**config.mk**
```make
export PLATFORM = sky130hd
export DESIGN_NAME = instr_fetch_unit
export DESIGN_NICKNAME = d
export VERILOG_FILES = /design/src/rtl/instr_fetch_unit.sv
export SDC_FILE = /design/constraint.sdc
export NUM_CORES = 1
export LEC_CHECK = 0
export BUFFER_PORTS_ARGS = -buffer_cell sky130_fd_sc_hd__buf_2
export CORE_MARGIN = 8
export CORE_UTILIZATION = 25
export CTS_CLUSTER_SIZE = 24
export DETAILED_ROUTE_END_ITERATION = 8
export GPL_ROUTABILITY_DRIVEN = 0
export MAX_ROUTING_LAYER = met4
export PLACE_DENSITY = 0.48
export SLEW_MARGIN = 10
export SYNTH_ARGS = -nofsm -noshare
export SYNTH_HDL_FRONTEND = slang
export SYNTH_SLANG_ARGS = --single-unit
```
**constraint.sdc**
```tcl
create_clock -name iCLK -period 5.06 [get_ports iCLK]
set_input_delay 1.012 -clock iCLK [delete_from_list [all_inputs] [get_ports iCLK]]
set_output_delay 1.012 -clock iCLK [all_outputs]
set_load 0.02 [all_outputs]
```
**src/rtl/instr_fetch_unit.sv**
```systemverilog
// Instruction fetch unit: req/ack word fetches into a small {PC, instr} FIFO, valid/ready to decode.
// Optional performance counters (oFetchCnt, oStallCnt) are built when IFU_PERF_CNT_EN is defined.
module instr_fetch_unit #(
  parameter logic [31:0] TEXT_BASE = 32'h0040_0000,
  parameter int          DEPTH     = 2
) (
  input  logic        iCLK,
  input  logic        iRST,
  output logic        oIMemReq,
  output logic [31:0] oIMemAddr,
  input  logic        iIMemAck,
  input  logic [31:0] iIMemData,
  output logic        oValid,
  input  logic        iReady,
  output logic [31:0] oInstr,
  output logic [6:0]  oOp,
  output logic [31:0] oPC,
  input  logic        iRedirect,
  input  logic [31:0] iRedirectPC
`ifdef IFU_PERF_CNT_EN
  ,
  output logic [31:0] oFetchCnt,
  output logic [31:0] oStallCnt
`endif
);

  localparam int AW = $clog2(DEPTH);
  localparam logic [AW:0] DEPTH_C = (AW+1)'(DEPTH);

  // Memory side: req high and no ack is a held request. Decode side: data moves on valid & ready.
  typedef enum logic [1:0] {S_FETCH, S_WAIT, S_DROP} state_t;

  state_t        state_q, state_d;
  logic [31:0]   pc_q, pc_d;
  logic [31:0]   addr_q, addr_d;
  logic          req_q, req_d;
  logic [AW-1:0] wr_ptr_q, wr_ptr_d, rd_ptr_q, rd_ptr_d;
  logic [AW:0]   count_q, count_d;
  logic [31:0]   mem_pc_q    [DEPTH];
  logic [31:0]   mem_instr_q [DEPTH];
  logic          ack, push, pop, valid;

  always_comb begin
    ack      = req_q & iIMemAck;
    valid    = (count_q != '0);
    push     = 1'b0;
    pop      = valid & iReady & ~iRedirect;
    state_d  = state_q;
    pc_d     = pc_q;
    addr_d   = addr_q;
    req_d    = req_q & ~ack;
    count_d  = count_q;
    wr_ptr_d = wr_ptr_q;
    rd_ptr_d = rd_ptr_q;

    case (state_q)
      S_WAIT: begin
        if (ack) begin
          push    = ~iRedirect;
          state_d = S_FETCH;
        end else if (iRedirect) begin
          state_d = S_DROP;
        end
      end
      S_DROP: if (ack) state_d = S_FETCH;
      default: ;
    endcase

    if (iRedirect) begin
      pc_d     = iRedirectPC & 32'hFFFF_FFFC;
      count_d  = '0;
      wr_ptr_d = '0;
      rd_ptr_d = '0;
    end else begin
      if (push) pc_d = pc_q + 32'd4;
      count_d  = count_q + (AW+1)'(push) - (AW+1)'(pop);
      wr_ptr_d = wr_ptr_q + AW'(push);
      rd_ptr_d = rd_ptr_q + AW'(pop);
    end

    // Issue only with no request left outstanding and room for its data.
    if (!iRedirect && state_q != S_DROP && state_d == S_FETCH && count_d < DEPTH_C) begin
      state_d = S_WAIT;
      req_d   = 1'b1;
      addr_d  = pc_d;
    end
  end

  always_ff @(posedge iCLK or posedge iRST) begin
    if (iRST) begin
      state_q  <= S_FETCH;
      pc_q     <= TEXT_BASE;
      addr_q   <= TEXT_BASE;
      req_q    <= 1'b0;
      count_q  <= '0;
      wr_ptr_q <= '0;
      rd_ptr_q <= '0;
    end else begin
      state_q  <= state_d;
      pc_q     <= pc_d;
      addr_q   <= addr_d;
      req_q    <= req_d;
      count_q  <= count_d;
      wr_ptr_q <= wr_ptr_d;
      rd_ptr_q <= rd_ptr_d;
    end
  end

  // Storage needs no reset: head outputs are masked while the FIFO is empty.
  always_ff @(posedge iCLK) begin
    if (push) begin
      mem_pc_q[wr_ptr_q]    <= addr_q;
      mem_instr_q[wr_ptr_q] <= iIMemData;
    end
  end

  assign oIMemReq  = req_q;
  assign oIMemAddr = addr_q;
  assign oValid    = valid;
  assign oInstr    = valid ? mem_instr_q[rd_ptr_q] : 32'h0;
  assign oPC       = valid ? mem_pc_q[rd_ptr_q] : 32'h0;
  assign oOp       = oInstr[6:0];

`ifdef IFU_PERF_CNT_EN
  logic [31:0] fetch_cnt_q, fetch_cnt_d, stall_cnt_q, stall_cnt_d;

  always_comb begin
    fetch_cnt_d = fetch_cnt_q + 32'(push);
    stall_cnt_d = stall_cnt_q + 32'(req_q & ~iIMemAck);
  end

  always_ff @(posedge iCLK or posedge iRST) begin
    if (iRST) begin
      fetch_cnt_q <= '0;
      stall_cnt_q <= '0;
    end else begin
      fetch_cnt_q <= fetch_cnt_d;
      stall_cnt_q <= stall_cnt_d;
    end
  end

  assign oFetchCnt = fetch_cnt_q;
  assign oStallCnt = stall_cnt_q;
`endif

endmodule

```
Yosys cells after proc, flatten, opt, wreduce, memory -nomap -nowiden
Memory sizes are Yosys's and may differ from the RTL's.
Index checks and enable logic that the tools add are counted.
{ "totals": {"regBits": 71, "output_inout_bits": 105, "wordCells": 47, "mem_count": 2, "ram_bits": 128, "input_bits": 69} }
{ "memory_table": {"columns": ["name", "words", "width", "read_ports", "rd_ports_with_merged_regs", "wr", "line_no", "source"], "rows": [
  ["mem_instr_q", 2, 32, 1, 0, 1, "40", "logic [31:0] mem_instr_q [DEPTH];"],
  ["mem_pc_q", 2, 32, 1, 0, 1, "39", "logic [31:0] mem_pc_q [DEPTH];"]
]} }
{ "op_classes": {"n_addsub": 5, "bitwise": 6, "n_reduce_logical": 6, "n_eq_ne": 3, "order_cmp": 1, "muxes": 17} }
{ "op_table": {"columns": ["op", "count"], "rows": [
  ["32-bit two-way mux", 4],
  ["32-bit by 3-bit adder with 32-bit output (second input constant)", 1],
  ["2-bit two-way mux", 5],
  ["1-bit two-way mux", 7],
  ["1-bit AND", 4],
  ["2-bit one-hot mux with 2 select lines", 1],
  ["1-bit logical AND", 3],
  ["1-bit adder", 2],
  ["2-bit by 1-bit adder with 2-bit output", 1],
  ["2-bit by 1-bit == test with 1-bit output (second input constant)", 1],
  ["2-bit == test (second input constant)", 1],
  ["2-bit zero test", 1],
  ["2-bit less-than comparator (second input constant)", 1],
  ["2-bit inequality test (second input constant)", 1],
  ["1-bit NOT", 2],
  ["2-bit nonzero test", 1],
  ["2-bit by 1-bit subtractor with 2-bit output", 1],
  ["1-bit zero test", 1]
]} }

Longest topological paths before layout
Gate-level depths: netlist of run 1.
{ "depth": {"word_depth": 9, "ltp_mapped": 11, "depth_no_buf": 9} }

Least setup slack after synthesis of run 1
No wires, ideal clock.
{ "synth_timing": {"path_kind": "input to register", "start": "in iIMemAck", "end": "mem mem_instr_q[0][0] (enable)", "path_stages": 3, "setup_time_ns": 0.486, "arrival_ns": 3.974, "path_buffers": 1, "path_slack_ns": 0.600, "required_ns": 4.574, "cell_sequence": "buf_4 > nand4b_4 > nor2_1"} }
{ "synth_between": {"elab_chain_cells": 5} }
{ "synth_lines": {"columns": ["element", "line_no", "source"], "rows": [
  ["start: declaration", "11", "input logic iIMemAck,"],
  ["1-bit AND", "44", "ack = req_q & iIMemAck;"],
  ["1-bit two-way mux", "58", "if (ack) begin"],
  ["1-bit two-way mux", "56", "case (state_q)"],
  ["1-bit two-way mux", "111", "if (push) begin"],
  ["1-bit two-way mux (not written as such)", "113", "mem_instr_q[wr_ptr_q] <= iIMemData;"],
  ["end: declaration", "40", null]
]} }
No other way between the ends.

Worst setup path in the final report of run 1
{ "layout_timing": {"start": "in iRedirect", "end": "reg addr_q[7] (netlist: oIMemAddr[7])"} }
{ "layout_between": {"elab_chain_cells": 8, "elab_cells_between_ends": 18, "cone_classes": "add/sub (2); order compare (1); mux (8); bitwise (2); reduce/logical (5)"} }
{ "layout_lines": {"columns": ["element", "line_no", "source"], "rows": [
  ["start: declaration", "18", "input logic iRedirect,"],
  ["1-bit NOT", "47, 59", null],
  ["1-bit two-way mux", "58", null],
  ["1-bit two-way mux", "56", null],
  ["2-bit by 1-bit adder with 2-bit output", "76", "count_d = count_q + (AW+1)'(push) - (AW+1)'(pop);"],
  ["2-bit by 1-bit subtractor with 2-bit output", "76", null],
  ["2-bit two-way mux", "69", "if (iRedirect) begin"],
  ["2-bit less-than comparator", "82", "if (!iRedirect && state_q != S_DROP && state_d == S_FETCH && count_d < DEPTH_C) begin"],
  ["1-bit logical AND", "82", null],
  ["end signal: assignment", "101", "addr_q <= addr_d;"],
  ["end: declaration", "35", "logic [31:0] addr_q, addr_d;"]
]} }
Parallel ways exist; a longest one is shown, timed or not.
A chain may end at the register's enable or synchronous reset.

==> run_results.csv, run 1 <==
group,metric,value,unit
outcome,status,"complete, no violations",
critical_path,required,5390,ps
sta,skew,16.0,ps
floorplan,core_area,33400,µm²
drt,antenna_left,0,
critical_path,start_kind,"input port",
clocking,cts_setup_buffers,0,
clocking,clock_latency,440,ps
clocking,clock_tree.root_cell,"clkbuf_16",
power,ir_drop,254,µV
clocking,cts_buffers,17,
critical_path,worstPathCellList,"buf_2 -> nand4b_4 -> a21boi_0 -> or3_1 -> a2111oi_4 -> buf_4 -> mux2_1",
sta,rsz0062_at_grt,"false",
power,power.internal,3.13,mW
placement,dpl_cell_area,9730,µm²
drt,remaining_drc_errors,0,
drt,wl_per_cell,17.3,µm
sta,period_share,0.652,
sta,relSlewSlack,0.321,
synthesis,syn_nets,687,
floorplan,die_y,200,µm
placement,hpwl,14300,µm
min_path,hold_path_class,"reg2reg",
drt,drt_pre_antenna_iters,4,
sta,fin_ws,1760,ps
drt,drtIter0Drc,205,
placement,portBuffers,171,
clocking,cts_hold_buf,0,
finish,num-fill-cells,3436,
power,power,4.76,mW
power,p_comb_frac,0.245,
synthesis,synthArstFlopShare,0.357,
critical_path,critPathSlowestCell,"buf_2",
sta,worst_pin_slew,1020,ps
power,power.share.clock,0.288,
finish,layout-drive-gt1-share,0.306,
grt,track_usage,0.112,
synthesis,netlist_area,8420,µm²
power,power_switching,1.64,mW
floorplan,dieArea,39800,µm²
synthesis,synth_cell_types,43,
sta,timing.fmax,303,MHz
drt,num_vias,5160,
sta,finalMaxSlewViolations,0,
grt,grt_overflow_total,0,
power,p_seq_frac,0.468,
sta,hold_violations,0,
floorplan,ios,174,
clocking,ctsHtreeMaxLevel,4,
synthesis,synth_seq_cells,199,
synthesis,synth_flop_cell,"edfxtp_1",
floorplan,start_util,0.252,
synthesis,yosysWarningCount,0,
critical_path,ff2ff_path_depth,10,
finish,antenna_cells,0,
sta,setup-tns-final,0,ps
grt,grt_pass1_wl,32400,µm
critical_path,slowest_delay,670,ps
clocking,clk_path_buf_depth,2,
sta,setup_violations,0,
min_path,hold_depth,1,
clocking,clkTransAtPathRegs,80,ps
floorplan,placementRows,67,
power,leakagePower,4.06,nW
drt,drt-vias-per-instance,4.18,
clocking,clkSinkCount,199,
floorplan,dieWidth,200,µm
synthesis,synth_edf_count,128,
clocking,tritoncts,"built",
drt,routed_wl,21300,µm
power,powerDensity,461,nW/µm²
finish,finalNetCount,845,
flow_run,maxCapViolations,0,
finish,syn_to_final_growth,22.7,%
critical_path,arrival,3630,ps
power,p_sw_frac,0.344,
synthesis,syn-mean-instance-area,13.7,µm²
clocking,ctsResizeCount,0,
sta,min_period,3300,ps
critical_path,crit_path_end_kind,"flip-flop",
grt,grt_pass1_vias,5438,
synthesis,seq_area_frac_synth,0.668,
grt,grt_max_degree,65,
grt,antenna_found_initial,0,
critical_path,crit_type,"in2reg",
finish,design_area,10300,µm²
placement,pre_cts_ws,1280,ps
critical_path,crit_fanout,47,
synthesis,syn-instance-count,614,
## flip-flops by register name, indices dropped and copies added, names as in the netlist
name / cells
mem_instr_q: 64
mem_pc_q: 64
oIMemAddr: 32
pc_q: 32
count_q: 2
state_q: 2
oIMemReq: 1
rd_ptr_q: 1
wr_ptr_q: 1
## layer usage
layer | vias to the layer above | global-route usage | share of wire | wire length, µm
li1 | 2516 | - | - | -
met1 | 2522 | 0.143 | 0.47 | 10000
met2 | 112 | 0.177 | 0.48 | 10100
met3 | 10 | 0.0234 | 0.045 | 963
met4 | 0 | 0.0322 | 0.010 | 216
met5 | - | - | 0 | 0
## power groups by stage
stage	logic [mW]	clock network [mW]	registers, mW
after CTS	1.20	1.43	2.24
after global routing	1.28	1.48	2.27
final	1.17	1.37	2.23
after floorplan	0.700	0	2.32
after global placement	1.20	0	2.27
after detailed placement	1.20	0	2.27
## layout make-up
| class | instances | area, µm² | share of cell area |
|---|---|---|---|
| Sequential cell | 199 | 5630 | 0.544 |
| Multi-Input combinational cell | 347 | 2500 | 0.242 |
| Timing Repair Buffer | 180 | 936 | 0.0906 |
| Tap cell | 448 | 561 | 0.0542 |
| Clock buffer | 17 | 425 | 0.0412 |
| Clock inverter | 15 | 179 | 0.0173 |
| Inverter | 27 | 103 | 0.00993 |
## worst paths after layout
check	start	slack [ps]	end
setup / recovery	iRedirect	1760	oIMemAddr[7]
hold / removal	pc_q[1]	490	oIMemAddr[1]
setup reg to reg	state_q[1]	1850	oIMemAddr[7]
hold reg to reg	pc_q[1]	490	oIMemAddr[1]
max in group asynchronous	iRST	3510	rd_ptr_q
min in group asynchronous	iRST	560	pc_q[29]
## per-stage QoR
stage               cells   util  hold WS [ps]
finish               1233  0.310           486
global route         1233  0.310           511
CTS                  1233  0.310           490
detailed placement   1201  0.292           471
global placement     1201  0.292           471
floorplan             614      -           456
## worst max-delay path, delay by kind of cell
kind | cells | cell delay, ps
buffers and inverters | 2 | 1010
and+or+nand+nor | 2 | 720
AOI/OAI and AO/OA | 2 | 480
muxes | 1 | 360
## cells in the final DEF, fill, tap and decap left out, drive strengths merged, types with 3 or more instances in the layout
cell and n:
mux2 36, nand4 13, xor2 16, mux2i 73, and3 4, dfrtp 69
clkbuf 17, o21ai 15, a21oi 13, nor2b 4, edfxtp 128, o31a 3
nor3 14, or3 5, nand2 21, and2 4, nor2 70, ha 4
and4 4, buf 180, xnor2 6, nor4 9, clkinv 9, nand3 15
o21a 4, inv 33
## cell families (layout without fill, tap and decap cells)
family,Yosys count,after routing,synth area share
flops,199,199,0.668
simple gates,171,171,0.101
mux,109,109,0.135
buf+inv,68,239,0.0371
compound gates,41,41,0.0310
xor+xnor,22,22,0.0229
fa+ha+maj,4,4,0.00594
## cells in the mapped netlist (2+ instances only)
library cell	n	area, µm²
a21oi_1	13	65.1
or3_1	5	31.3
nor4_1	9	56.3
nor2b_1	4	25.0
and3_1	4	25.0
xnor2_1	6	52.6
nand2_1	21	78.8
or4_1	2	15.0
nand3_1	15	75.1
nor3_1	14	70.1
edfxtp_1	128	3840
o21a_1	4	30.0
and4_1	4	35.0
ha_1	4	50.1
and2_1	4	25.0
mux2_2	19	214
nand4_1	13	81.3
buf_1	7	26.3
buf_6	2	22.5
clkbuf_1	20	75.1
o21ai_0	15	75.1
buf_4	11	82.6
xor2_1	16	140
dfstp_2	2	52.6
nor2_1	70	263
dfrtp_1	69	1730
mux2_1	17	191
o31a_1	3	26.3
and4b_1	2	20.0
inv_1	26	97.6
mux2i_1	73	731
No activity file was read; power rests on OpenSTA's default activity.
==> run 2, diff against run 1 <==
Settings changed: ABC_AREA set to 1.
Clock period 5.06 ns to 3.15 ns, I/O delays scaled along.
==> run_results.csv, run 2 <==
group,metric,value,unit
placement,hpwl,15800,µm
sta,relSlewSlack,0.456,
synthesis,synth_edf_count,128,
critical_path,critPathBufInv,2,
floorplan,dieArea,40700,µm²
clocking,clkSinkCount,199,
clocking,clock_latency,440,ps
finish,final_cell_mix,"306 x nand2_1, 171 x buf_2, 128 x edfxtp_1, 68 x dfrtp_1, 66 x a21oi_1",
power,powerDensity,490,nW/µm²
finish,finalNetCount,1072,
floorplan,die_y,202,µm
synthesis,synth_cell_types,38,
drt,wl_per_cell,16.2,µm
critical_path,startpoint,"count_q[1]",
drt,drt-vias-per-instance,4.22,
clocking,cts_buffers,17,
power,ir_drop,312,µV
synthesis,netlist_area,8620,µm²
grt,grt_pass1_wl,36800,µm
synthesis,synthTopCellsByCount,"306 x nand2_1, 128 x edfxtp_1, 69 x dfrtp_1",
critical_path,ff2ff_path_depth,14,
critical_path,worstPathCellList,"nor2_4 -> buf_4 -> a21oi_1 -> buf_2",
sta,finalMaxSlewViolations,0,
grt,grt_pass1_vias,6186,
finish,reg_top3,"mem_instr_q (64), mem_pc_q (64)",
finish,layout-drive-gt1-share,0.264,
finish,num-fill-cells,3577,
synthesis,synth_seq_cells,199,
synthesis,seq_area_frac_synth,0.653,
finish,register_area,5620,µm²
synthesis,syn-mean-instance-area,10.3,µm²
clocking,clkTransAtPathRegs,70,ps
critical_path,critical_path_depth,4,
synthesis,syn_nets,912,
sta,timing.fmax,377,MHz
critical_path,slowest_delay,650,ps
floorplan,start_util,0.252,
floorplan,placementRows,68,
finish,final_common_cell,"nand2_1",
placement,placed_cells,1435,
clocking,clk_path_buf_depth,2,
finish,fin_cells,1468,
critical_path,crit_path_end_kind,"primary output",
placement,pre_cts_ws,424,ps
placement,portBuffers,171,
critical_path,crit_type,"reg2out",
drt,remaining_drc_errors,0,
critical_path,arrival,2030,ps
critical_path,crit_fanout,66,
synthesis,netlist.area_leader.share,0.446,
sta,fin_ws,494,ps
drt,drtIter0Drc,298,
floorplan,ios,174,
clocking,ctsHtreeMaxLevel,4,
critical_path,required,2520,ps
grt,antenna_found_initial,2,
synthesis,synth_flop_cell,"edfxtp_1",
clocking,clock_tree.root_cell,"clkbuf_16",
sta,setup-tns-final,0,ps
critical_path,start_kind,"flip-flop",
critical_path,r2r_start,"state_q[1]",
synthesis,synth.most_common_cell,"nand2_1",
clocking,ctsResizeCount,0,
clocking,cts_setup_buffers,0,
sta,setup_violations,0,
clocking,cts_hold_buf,0,
floorplan,core_area,34200,µm²
sta,rsz0062_at_grt,"false",
flow_run,maxCapViolations,0,
drt,num_vias,6195,
critical_path,r2r-end,"oIMemReq",
synthesis,netlist.top_cell.by_area,"edfxtp_1",
synthesis,syn-instance-count,839,
sta,period_share,0.843,
grt,grt_overflow_total,0,
min_path,hold_path_class,"in2async",
critical_path,cp_top_family,"buffers and inverters",
outcome,status,"complete, no violations",
finish,syn_to_final_growth,22.3,%
floorplan,dieWidth,202,µm
clocking,tritoncts,"built",
power,leakagePower,4.62,nW
sta,skew,17.1,ps
sta,min_period,2660,ps
synthesis,synth_area_leaders,"edfxtp_1 45%, dfrtp_1 20%, nand2_1 13%, a21oi_1 3.8%, nand3_1 2.4%",
synthesis,synthArstFlopShare,0.357,
critical_path,critPathSlowestCell,"buf_4",
grt,grt_max_degree,67,
sta,worst_pin_slew,816,ps
synthesis,yosysWarningCount,0,
drt,drt_pre_antenna_iters,4,
drt,antenna_left,0,
sta,hold_violations,0,
critical_path,regToRegSetupSlack,590,ps
grt,track_usage,0.119,
finish,multi_input_area,2620,µm²
drt,routed_wl,23800,µm
critical_path,endpoint,"oInstr[0]",
-- run 2: logic make-up after synthesis --
logic type / count (synthesis) / synth area share
and+or+nand+nor: 452 / 0.232
DFF: 199 / 0.653
AOI/OAI and AO/OA: 91 / 0.0552
buffers and inverters: 85 / 0.0456
xor gates and xnor gates: 8 / 0.00900
adders and majority gates: 4 / 0.00581
-- run 2: routing by layer --
| layer | track usage | up-vias | routed length, µm |
|---|---|---|---|
| li1 | - | 3097 | - |
| met1 | 0.157 | 2948 | 11600 |
| met2 | 0.185 | 131 | 11000 |
| met3 | 0.0251 | 19 | 937 |
| met4 | 0.0303 | 0 | 267 |
| met5 | - | - | 0 |
-- run 2: final cells by class --
cell class	instances	area share
clock inverter	13	0.0109
antenna	1	0.000237
clock buffer	19	0.0420
inverter	42	0.0152
timing repair buffer	184	0.0952
tap	455	0.0540
sequential	199	0.534
multi-input combinational	555	0.249
-- run 2: where the power goes --
part / internal (mW) / leakage (nW) / switching, mW
clock network: 1.06 / 0.266 / 1.04
logic: 0.0863 / 2.12 / 0.132
registers: 2.80 / 2.22 / 0.0384
total: 3.95 / 4.62 / 1.21
-- run 2: worst min path at each step --
stage	from	to	slack [ps]	depth (start not counted)
6_report	iRST	oIMemAddr[0]	250	2
5_1_grt	iRST	pc_q[9]	260	2
4_1_cts	iRST	pc_q[9]	260	2
3_5_place_dp	pc_q[1]	pc_q[1]	460	2
3_3_place_gp	pc_q[0]	pc_q[0]	450	2
2_1_floorplan	pc_q[0]	pc_q[0]	440	2
-- run 2: per-stage QoR --
stage                     instance area (µm²)   util  hold WS, ps  power [mW]
after floorplan                          8620      -          443        3.02
after global placement                   9980  0.292          454        3.12
after detailed placement                 9980  0.292          461        3.12
after CTS                               10500  0.308          259        5.24
after global routing                    10500  0.308          264        5.36
final                                   10500  0.308          251        5.16
